`src/rtl/seq_shift_add_multiplier_pkg.sv`:
```
// Shared definitions for the sequential shift-and-add multiplier.
//   - state_t : FSM state encoding (ST_IDLE, ST_RUN, ST_DONE)
//   - DEFAULT_WIDTH : default operand width
//   - clog2() : width of the iteration counter for a given operand width
package mult_pkg;

  localparam int DEFAULT_WIDTH = 4;

  typedef enum logic [1:0] {
    ST_IDLE = 2'd0,
    ST_RUN  = 2'd1,
    ST_DONE = 2'd2
  } state_t;

  // Ceiling log2, never below 1 so a counter always has at least one bit.
  function automatic int clog2(input int value);
    int w;
    w = 0;
    while ((1 << w) < value) w++;
    return (w < 1) ? 1 : w;
  endfunction

endpackage

```
`src/rtl/seq_shift_add_multiplier_shift_add_step.sv`:
```
// One combinational iteration of the shift-and-add multiplier.
//   a      : accumulator (upper product half plus carry bit), WIDTH+1 bits
//   m      : multiplier shift register (lower product half), WIDTH bits
//   b      : multiplicand, WIDTH bits
//   a_next : accumulator after add and shift
//   m_next : multiplier register after shift
module shift_add_step #(
  parameter int WIDTH = 4
) (
  input  logic [WIDTH:0]   a,
  input  logic [WIDTH-1:0] m,
  input  logic [WIDTH-1:0] b,
  output logic [WIDTH:0]   a_next,
  output logic [WIDTH-1:0] m_next
);

  logic [WIDTH:0] sum;

  always_comb begin
    // a stays below 2^WIDTH between steps, so the sum fits in WIDTH+1 bits.
    sum = a + (m[0] ? {1'b0, b} : '0);
    // Shift across the full 2*WIDTH+1 bit concatenation: the add carry
    // moves down into the accumulator and sum[0] enters the top of m.
    {a_next, m_next} = {sum, m} >> 1;
  end

endmodule

```
`src/rtl/seq_shift_add_multiplier.sv`:
```
// Multi-cycle unsigned shift-and-add multiplier, one iteration per clock.
// product = q*b, or q*b + r when the REMAINDER_ADD_EN macro is defined
// (reconstructs a dividend from a divider's {remainder, quotient}).
// Ports:
//   clk, rst      : clock, synchronous active-high reset
//   start         : request, accepted whenever not busy (IDLE or DONE)
//   q, b, r       : multiplier, multiplicand, addend (r unused without macro)
//   busy          : high while iterating
//   done          : one-cycle pulse, product valid from this cycle
//   product       : 2*WIDTH-bit result, held until the next done
module seq_shift_add_multiplier
  import mult_pkg::*;
#(
  parameter int WIDTH = DEFAULT_WIDTH
) (
  input  logic               clk,
  input  logic               rst,
  input  logic               start,
  input  logic [WIDTH-1:0]   q,
  input  logic [WIDTH-1:0]   b,
  input  logic [WIDTH-1:0]   r,
  output logic               busy,
  output logic               done,
  output logic [2*WIDTH-1:0] product
);

  localparam int CNT_W = clog2(WIDTH);
  localparam logic [CNT_W-1:0] CNT_INIT = CNT_W'(WIDTH - 1);

  state_t           state;
  logic [WIDTH:0]   acc;
  logic [WIDTH-1:0] mplr;
  logic [WIDTH-1:0] mcand;
  logic [CNT_W-1:0] cnt;
  logic [WIDTH:0]   acc_next;
  logic [WIDTH-1:0] mplr_next;
  logic [WIDTH:0]   acc_load;

`ifdef REMAINDER_ADD_EN
  assign acc_load = {1'b0, r};
`else
  // r is deliberately ignored in this build.
  logic unused_r;
  assign unused_r = ^r;
  assign acc_load = '0;
`endif

  shift_add_step #(
    .WIDTH(WIDTH)
  ) u_step (
    .a     (acc),
    .m     (mplr),
    .b     (mcand),
    .a_next(acc_next),
    .m_next(mplr_next)
  );

  always_ff @(posedge clk) begin
    if (rst) begin
      state   <= ST_IDLE;
      busy    <= 1'b0;
      done    <= 1'b0;
      product <= '0;
      acc     <= '0;
      mplr    <= '0;
      mcand   <= '0;
      cnt     <= '0;
    end else begin
      done <= 1'b0;
      case (state)
        ST_IDLE: begin
          if (start) begin
            acc   <= acc_load;
            mplr  <= q;
            mcand <= b;
            cnt   <= CNT_INIT;
            state <= ST_RUN;
            busy  <= 1'b1;
          end
        end
        ST_RUN: begin
          // start is ignored here; operands were captured at load.
          acc  <= acc_next;
          mplr <= mplr_next;
          if (cnt == '0) begin
            state <= ST_DONE;
            busy  <= 1'b0;
          end else begin
            cnt <= cnt - 1'b1;
          end
        end
        ST_DONE: begin
          done    <= 1'b1;
          // acc[WIDTH] is always zero here: the product cannot overflow.
          product <= {acc[WIDTH-1:0], mplr};
          if (start) begin
            acc   <= acc_load;
            mplr  <= q;
            mcand <= b;
            cnt   <= CNT_INIT;
            state <= ST_RUN;
            busy  <= 1'b1;
          end else begin
            state <= ST_IDLE;
          end
        end
        default: begin
          state <= ST_IDLE;
          busy  <= 1'b0;
        end
      endcase
    end
  end

endmodule

```
`config.mk`:
```
export PLATFORM = sky130hd
export DESIGN_NAME = seq_shift_add_multiplier
export DESIGN_NICKNAME = d
export VERILOG_FILES = /design/src/rtl/seq_shift_add_multiplier_pkg.sv /design/src/rtl/seq_shift_add_multiplier_shift_add_step.sv /design/src/rtl/seq_shift_add_multiplier.sv
export SDC_FILE = /design/constraint.sdc
export NUM_CORES = 1
export LEC_CHECK = 0
export CORE_MARGIN = 2
export CORE_UTILIZATION = 40
export DETAILED_ROUTE_END_ITERATION = 8
export PLACE_DENSITY_LB_ADDON = 0.15
export SLEW_MARGIN = 20
export SYNTH_ARGS = -nofsm -noshare
export SYNTH_HDL_FRONTEND = slang
export SYNTH_SLANG_ARGS = --single-unit
export TNS_END_PERCENT = 1
```
`constraint.sdc`:
```
create_clock -name clk -period 1.8 [get_ports clk]
set_clock_uncertainty 0.15 [all_clocks]
set_input_delay 0.27 -clock clk [delete_from_list [all_inputs] [get_ports clk]]
set_output_delay 0.27 -clock clk [all_outputs]
set_load 0.1 [all_outputs]
```
# Word level (Yosys, flattened, before mapping)
# Cells that the tools add are included.
# Widths: inputs -> output; s select.
# word_totals
reg_bits	27
input_bits	15
# classes
addsub	2
eq_ne	6
n_mux	16
reduce_logical	9
# ops
cell	count
$pmux 5 s2	1
$mux 2	4
$mux 4	2
$pmux 4 s2	1
$reduce_and 2->1	4
$ne 2x2->1 const B	3
$pmux 2 s3	1
$add 5x5->5	1
$mux 5	1
$logic_not 2->1	2
$mux 1	4
$pmux 2 s2	1
$reduce_and 3->1	1
$eq 2x1->1 const B	1
$eq 2x2->1 const B	1
$ne 2x1->1 const B	1
$pmux 1 s2	1
$reduce_bool 2->1	1
$reduce_or 2->1	1
$sub 2x1->2 const B	1

# Depth between registers and ports, before layout
# Gate-level depths: netlist of the first run.
# depth
word_depth	4
mapped_depth	7

# By module
# From an unflattened synthesis of the first run, not the netlist that was laid out.
# unflattened
hier_cells	149
hier_area_um2	1270.0
# by_module_without_submodules
module	n_inst	cells_each	area_each_um2	seq_area_each_um2
seq_shift_add_multiplier	1	122	1063.5	540.5
shift_add_step	1	27	206.4	0.0

# Least setup slack after synthesis of the first run
# Ideal clock, no wire load.
# synth_timing
kind	flip-flop to flip-flop
from	register mplr[0]
to	register acc[3]
setup_time_ps	86
t_arrival_ps	1404
required_time_ps	1564
setup_slack_ps	161
stages_incl_launch_ff	8
n_path_buf	0
period_less_slack_ps	1639
path_cell_list	dfxtp_1 -> and2_1 -> ha_1 -> inv_1 -> fa_1 -> nor2b_1 -> o21ai_0 -> a211oi_1
# synth_via
elab_chain_len	3
# synth_lines
element	line_no	rtl
start: declaration	seq_shift_add_multiplier.sv:32	logic [WIDTH-1:0] mplr;
start signal: assignment	seq_shift_add_multiplier.sv:74	mplr <= q;
start signal: assignment	seq_shift_add_multiplier.sv:84	mplr <= mplr_next;
start signal: assignment	seq_shift_add_multiplier.sv:98	mplr <= q;
$mux 4	seq_shift_add_multiplier_shift_add_step.sv:21	sum = a + (m[0] ? {1'b0, b} : '0);
$add 5x5->5	seq_shift_add_multiplier_shift_add_step.sv:21	
$pmux 5 s2	seq_shift_add_multiplier.sv:70	case (state)
end signal: assignment	seq_shift_add_multiplier.sv:73	acc <= acc_load;
end signal: assignment	seq_shift_add_multiplier.sv:83	acc <= acc_next;
end signal: assignment	seq_shift_add_multiplier.sv:97	acc <= acc_load;
end: declaration	seq_shift_add_multiplier.sv:31	logic [WIDTH:0] acc;
# No other way between the ends.
# A chain may end at the register's enable or synchronous reset.

# Final worst setup path of the first run
# Ends and elaborated chain as after synthesis.

==> results.tsv, run 1 <==
stage	metric	value	unit
cts	clock_path_buffers	2	
yosys	ys_ff_latch	26	
cts	hold_buffers	0	
cts	cts_max_level	1	
cells_and_area	fin_util	56.35	%
power	ir_drop	0.5479	mV
grt	overflow	0	
grt	grt_max_degree	15	
grt	grt_pass1_vias	908	
die	start_util	42.38	%
timing	maxSlewViolCount	0	
die	die_h	58.05	um
drt	route.vias.total	988	
place	place_inst	184	
cells_and_area	n_antenna_cell	0	
grt	grt_pass1_wl	3905	um
yosys	synth_cells	136	
yosys	synth.distinct_cells	28	
drt	drt_wl_total	2270	um
grt	antenna_found_initial	0	
timing	tns	0	ps
flow_run	max_cap_viol_count	0	
cells_and_area	layout.cells.non_filler	189	
drt	top_layer	met4	
yosys	syn_area_per_cell	8.593	sq um
place	portBuffers	20	
cts	cts_tree	done	
yosys	mappedNetlistArea	0.001169	sq mm
cts	root_buffer	clkbuf_4	
cts	clock-sinks	26	
timing	clock.fmax	0.6056	GHz
drt	viasPerCell	5.228	
timing	tightestPinTransition	471.2	ps
yosys	synth_warnings	0	
timing	max_slew_margin	68.52	%
cts	cts_buffers	3	
cells_and_area	nets	180	
drt	drc_errors	0	
place	hpwl	1708	um
drt	wl_met2	1060	um
worst_setup_path	critical_path_arrival	1750	ps
timing	rsz0062_at_grt	false	
worst_setup_path	cp_top_family	adder cells	
die	core_area	0.002758	sq mm
power	p_total	1145	uW
timing	timing.hold.ws	312.6	ps
worst_setup_path	cp.required	1900	ps
worst_setup_path	cp_num_buf_inv	1	
timing	post-route-period-util	91.74	%
yosys	synth_nets	157	
worst_setup_path	crit_type	reg2reg	
worst_setup_path	critPathCaptureType	flop	
power	p_per_area	736.6	mW/mm^2
worst_setup_path	critPathSlowestCell	dfxtp_2	
drt	drt_iter0_drc	17	
worst_setup_path	cp_max_fo	5	
yosys	yosysSeqAreaShare	44.54	%
drt	ant_nets	0	
place	gp_congestion	0.7219	
drt	route.met3.wl	115	um
worst_setup_path	cp_cell_sequence	and2_1 > ha_1 > inv_1 > fa_2 > nor2b_1 > o21ai_0 > a211oi_1	
worst_setup_path	critPathMaxStageDelay	380	ps
outcome	outcome	finished clean	
drt	drt-met1-wl	1048	um
timing	finalHoldViolCount	0	
cells_and_area	syn2layout_area_growth	32.98	%
cts	worstSkewPairLatency	320	ps
die	fp-row-count	19	
drt	post_drt_wl_per_cell	12.01	um
timing	setup_viol	0	
grt	track_usage	14.75	%
worst_hold_path	hp-class	reg2reg	
cells_and_area	drive_gt1_share	16.46	%
drt	first_pass_iters	4	
power	leakagePower	0.0005900	uW
cts	path_clk_slew	140	ps
worst_setup_path	critPathLaunchType	flop	
timing	min_period	1651	ps
die	fp.dieW	58.05	um
die	io_pins	25	
die	dieArea	0.003370	sq mm
-- cells by family (layout without fill, tap and decap cells) --
logic type                 after synthesis  in the layout  share of synthesized area (%)
and+or+nand+nor                         58             58                          24.84
AOI/OAI and AO/OA                       27             27                          13.60
DFF                                     26             26                          44.54
buffers and inverters                   14             36                          5.781
adders and majority gates                6              6                          7.066
muxes                                    4              4                          3.426
xor gates and xnor gates                 1              1                         0.7496
-- Yosys cell counts --
| library cell | number | share of area [%] |
|---|---|---|
| inv_1 | 5 | 1.6 |
| nand2_1 | 26 | 8.4 |
| dfxtp_1 | 26 | 45 |
| nor2b_1 | 4 | 2.1 |
| buf_2 | 3 | 1.3 |
| a2111o_1 | 1 | 0.96 |
| fa_1 | 1 | 1.7 |
| nand4b_1 | 1 | 0.75 |
| ha_1 | 5 | 5.4 |
| nor3_1 | 6 | 2.6 |
| nor3b_1 | 1 | 0.64 |
| nand4_1 | 1 | 0.54 |
| o21ai_0 | 2 | 0.86 |
| buf_6 | 1 | 0.96 |
| and2_1 | 3 | 1.6 |
| a211oi_1 | 7 | 4.5 |
| clkbuf_1 | 3 | 0.96 |
| mux2i_1 | 4 | 3.4 |
| nand2_2 | 1 | 0.54 |
| a21oi_1 | 17 | 7.3 |
| nor2_1 | 5 | 1.6 |
| nand2b_1 | 4 | 2.1 |
| and2b_1 | 1 | 0.64 |
| nor3b_4 | 1 | 1.6 |
| buf_4 | 1 | 0.64 |
| nand3_1 | 4 | 1.7 |
| buf_1 | 1 | 0.32 |
| xnor2_1 | 1 | 0.75 |
-- path summary, 6_finish.rpt --
path              slack, ps  cells past startpoint     start       end
hold / removal          310                      2  mcand[3]  mcand[3]
setup reg to reg        150                      7   mplr[0]    acc[3]
setup / recovery        150                      7   mplr[0]    acc[3]
hold reg to reg         310                      2  mcand[3]  mcand[3]
-- final cells by class --
| type | instances | area (sq um) |
|---|---|---|
| fill | 254 | 1204 |
| multi-input combinational | 96 | 585.6 |
| timing repair buffer | 27 | 352.8 |
| tap | 31 | 38.79 |
| clock buffer | 4 | 36.28 |
| sequential | 26 | 521.8 |
| inverter | 5 | 18.77 |
-- per-stage QoR --
stage	worst slack (ps)	instance area [sq um]
floorplan	160.6	1169
global placement	87.63	1504
detailed placement	70.48	1504
CTS	41.18	1540
global route	39.67	1554
finish	148.6	1554
-- state kept, by name, summed over array words and instances, names as in the netlist --
| name | cells |
|---|---|
| done | 1 |
| state | 2 |
| cnt | 2 |
| mcand | 4 |
| acc | 4 |
| product | 8 |
| mplr | 4 |
| busy | 1 |
-- placed cells by master, fill, tap and decap left out, types with 5 or more instances in the layout --
master / instances
a21oi_1: 17
buf_12: 10
buf_4: 7
a211oi_1: 7
dfxtp_1: 25
nand2_1: 26
nor2_1: 5
ha_1: 5
clkdlybuf4s50_1: 10
nor3_1: 6
inv_1: 5
-- power by group --
part	internal (uW)	switching [uW]	total (uW)	leakage, uW
sequential	608	30.2	638	0.000213
clock	124	171	295	0.0000210
combinational	100	112	212	0.000356
-- worst min-delay path, cell delays in order (launching register included) --
cell and delay, ps:
dfxtp_1 330, nand2_1 50, a21oi_1 50
-- per-layer routing --
| layer | GRT usage (%) | up-vias |
|---|---|---|
| met5 | 0 | - |
| met1 | 19.14 | 449 |
| met4 | 6.645 | 0 |
| met3 | 2.009 | 6 |
| li1 | - | 506 |
| met2 | 24.35 | 27 |
-- timing repair --
action / 4_1_cts / 5_1_grt
buffers inserted: 0 / 1
gates resized for setup: 0 / 3
setup endpoints to repair: 0 / 3
hold endpoints to repair: 0 / 0
Note: power is estimated with default switching activity, not from simulation.
==> run 2, diff against run 1 <==
Settings changed: CTS_CLUSTER_SIZE from default to 12.
==> results of run 2 <==
Final layout, timing and power as in run 1 (identical DEF).
==> run 3, diff against run 2 <==
Settings changed: ABC_AREA from default to 1, SKIP_LAST_GASP from default to 1.
==> run 3 against run 2 <==
  * Maximum frequency shrank 4.5%
  * Area after synthesis shrank 2.7%
  * Die area shrank 2.5%
  * Power grew 5.5%
  * Core utilization shrank 1.2 points
  * Flip-flop and latch count is the same
  * Final area shrank 3.1%
  * Global-route usage grew 1.9 points
  * Clock power is essentially flat
  * Non-clock buffer count shrank 4
  * Register-to-register slack lost 80 ps
  * Synthesized cell count grew 8.1%
==> results.tsv, run 3 <==
stage	metric	value	unit
grt	track_usage	16.68	%
cells_and_area	layout_common_cells	dfxtp_1 (26), nor2_1 (24), nand2_1 (20), o21ai_0 (20), inv_1 (18)	
drt	route.vias.total	1008	
die	fp-row-count	19	
place	placed_area	0.001470	sq mm
worst_setup_path	rr_worst_depth	8	
cts	clock-sinks	26	
place	gp_congestion	0.7762	
timing	min_period	1730	ps
yosys	synth_top_area_cell	dfxtp_1	
cts	worstSkewPairLatency	320	ps
yosys	yosysMostFrequentCell	dfxtp_1	
yosys	synth_edf_count	0	
worst_setup_path	critical_path_arrival	1840	ps
worst_hold_path	hp-class	reg2reg	
yosys	synth.distinct_cells	21	
die	start_util	41.60	%
cts	hold_buffers	0	
yosys	ys_top_cells_by_count	dfxtp_1 (26), nor2_1 (24), nand2_1 (20), o21ai_0 (20), inv_1 (18)	
cells_and_area	syn2layout_area_growth	32.45	%
place	portBuffers	20	
worst_setup_path	ff2ff_setup_slack	70	ps
grt	grt_pass1_vias	1023	
worst_setup_path	r2r-end	acc[3]	
flow_run	max_cap_viol_count	0	
cts	root_buffer	clkbuf_4	
outcome	outcome	finished clean	
yosys	ys_ff_latch	26	
power	ir_drop	0.6725	mV
drt	drc_errors	0	
place	hpwl	1821	um
yosys	mappedNetlistArea	0.001137	sq mm
yosys	synth_cells	147	
worst_hold_path	hold_start	cnt[1]	
timing	rsz0062_at_grt	false	
cts	cts_buffers	3	
timing	finalWorstSetupSlack	70.20	ps
drt	post_drt_wl_per_cell	11.84	um
worst_setup_path	cp_max_fo	3	
worst_setup_path	crit_type	reg2reg	
timing	setup_viol	0	
worst_setup_path	r2r-start	mcand[0]	
drt	drt_wl_total	2380	um
grt	overflow	0	
yosys	ys_async_sr_fraction	0	%
cts	postCtsSetupBuffers	0	
timing	maxSlewViolCount	0	
cells_and_area	largest-register	product	
cts	clock_path_buffers	2	
cts	cts_max_level	1	
worst_hold_path	whs_path_depth	2	
grt	grt_pass1_wl	4271	um
yosys	yosys-top-cells-area	dfxtp_1 (46%), o21ai_0 (8.8%), nor2_1 (7.9%), nand2_1 (6.6%), inv_1 (5.9%)	
power	p_per_area	801.4	mW/mm^2
grt	grt_max_degree	19	
yosys	yosysTopAreaCellShare	45.76	%
cts	ctsResizeCount	0	
timing	clock.fmax	0.5781	GHz
timing	post-route-period-util	96.10	%
timing	max_slew_margin	68.90	%
timing	tns	0	ps
yosys	syn_area_per_cell	7.737	sq um
die	core_area	0.002734	sq mm
die	die_h	57.33	um
worst_setup_path	critPathCaptureType	flop	
grt	antenna_found_initial	0	
timing	finalHoldViolCount	0	
yosys	yosysSeqAreaShare	45.76	%
yosys	synth_warnings	0	
cells_and_area	final_common_cell	dfxtp_1	
cells_and_area	n_antenna_cell	0	
place	pre_cts_slack	135.0	ps
cts	cts_tree	done	
timing	tightestPinTransition	466.1	ps
cells_and_area	nets	192	
cells_and_area	drive_gt1_share	14.12	%
cells_and_area	largest_register_ffs	8	
worst_setup_path	critPathLaunchType	flop	
die	fp.dieW	57.33	um
drt	ant_nets	0	
drt	first_pass_iters	4	
worst_setup_path	cp.required	1910	ps
cts	path_clk_slew	140	ps
die	io_pins	25	
worst_hold_path	min_to	cnt[1]	
drt	viasPerCell	5.015	
drt	drt_iter0_drc	23	
yosys	synth_nets	168	
yosys	synth_ff_type	dfxtp_1	
die	dieArea	0.003286	sq mm
cells_and_area	fin_area	0.001506	sq mm
power	leakagePower	0.0006661	uW
[run 3: changes by cell type after synthesis, moves of 3 or more]
cell,previous run,this run
inv_1,5,18
nor2b_1,4,0
nor3_1,6,1
nand2_1,26,20
a31oi_1,0,6
and2_1,3,0
clkbuf_1,3,0
mux2i_1,4,0
nor2_1,5,24
o21ai_0,2,20
a211oi_1,7,1
nand2b_1,4,0
a21oi_1,17,9
[run 3: critical path, stage by stage (launching register included)]
cell     delay [ps]
dfxtp_1         380
nand2_1          60
inv_1            50
ha_1            170
inv_1            60
fa_1            400
o21ai_0         200
nand2_1          70
a21oi_1         120
[run 3: layer usage]
layer | track usage [%] | vias to the layer above | wire [um]
li1 | - | 520 | -
met2 | 30.38 | 20 | 1149
met5 | 0 | - | 0
met4 | 8.638 | 0 | 63
met1 | 18.97 | 460 | 1079
met3 | 2.041 | 8 | 88
[run 3: worst max-delay path by stage]
| stage | slack [ps] | from | to |
|---|---|---|---|
| after floorplan | 230 | mplr[0] | acc[1] |
| after global placement | 200 | mcand[0] | acc[3] |
| after detailed placement | 130 | mcand[0] | acc[3] |
| after CTS | 90 | mcand[0] | acc[3] |
| after global routing | 5 | mcand[0] | acc[1] |
| final | 70 | mcand[0] | acc[3] |
[run 3: logic make-up after synthesis]
family          Yosys count  synth area share [%]
buf+inv                  25                 9.901
fa+ha+maj                 6                 7.261
flops                    26                 45.76
simple gates             53                 19.80
compound gates           37                 17.27
[run 3: power breakdown]
| group | internal [uW] | switching [uW] |
|---|---|---|
| Clock | 124 | 172 |
| Sequential | 613 | 29.1 |
| Combinational | 102 | 167 |
| Total | 839 | 368 |
[run 3: cell type report]
cell class / instances / area, sq um
Clock buffer: 4 / 36.28
Fill cell: 276 / 1227
Inverter: 21 / 83.83
Multi-Input combinational cell: 96 / 504.2
Sequential cell: 26 / 520.5
Tap cell: 31 / 38.79
Timing Repair Buffer: 23 / 322.8
[run 3: through the flow]
stage | hold slack (ps) | total power, uW | utilization, % | std cells
6_report | 335.7 | 1207 | 55.10 | 201
5_1_grt | 353.2 | 1268 | 55.10 | 201
4_1_cts | 339.4 | 1217 | 55.10 | 201
3_5_place_dp | 318.8 | 926.3 | 53.78 | 197
3_3_place_gp | 303.8 | 919.9 | 53.78 | 197
2_1_floorplan | 278.9 | 826.0 | - | 147
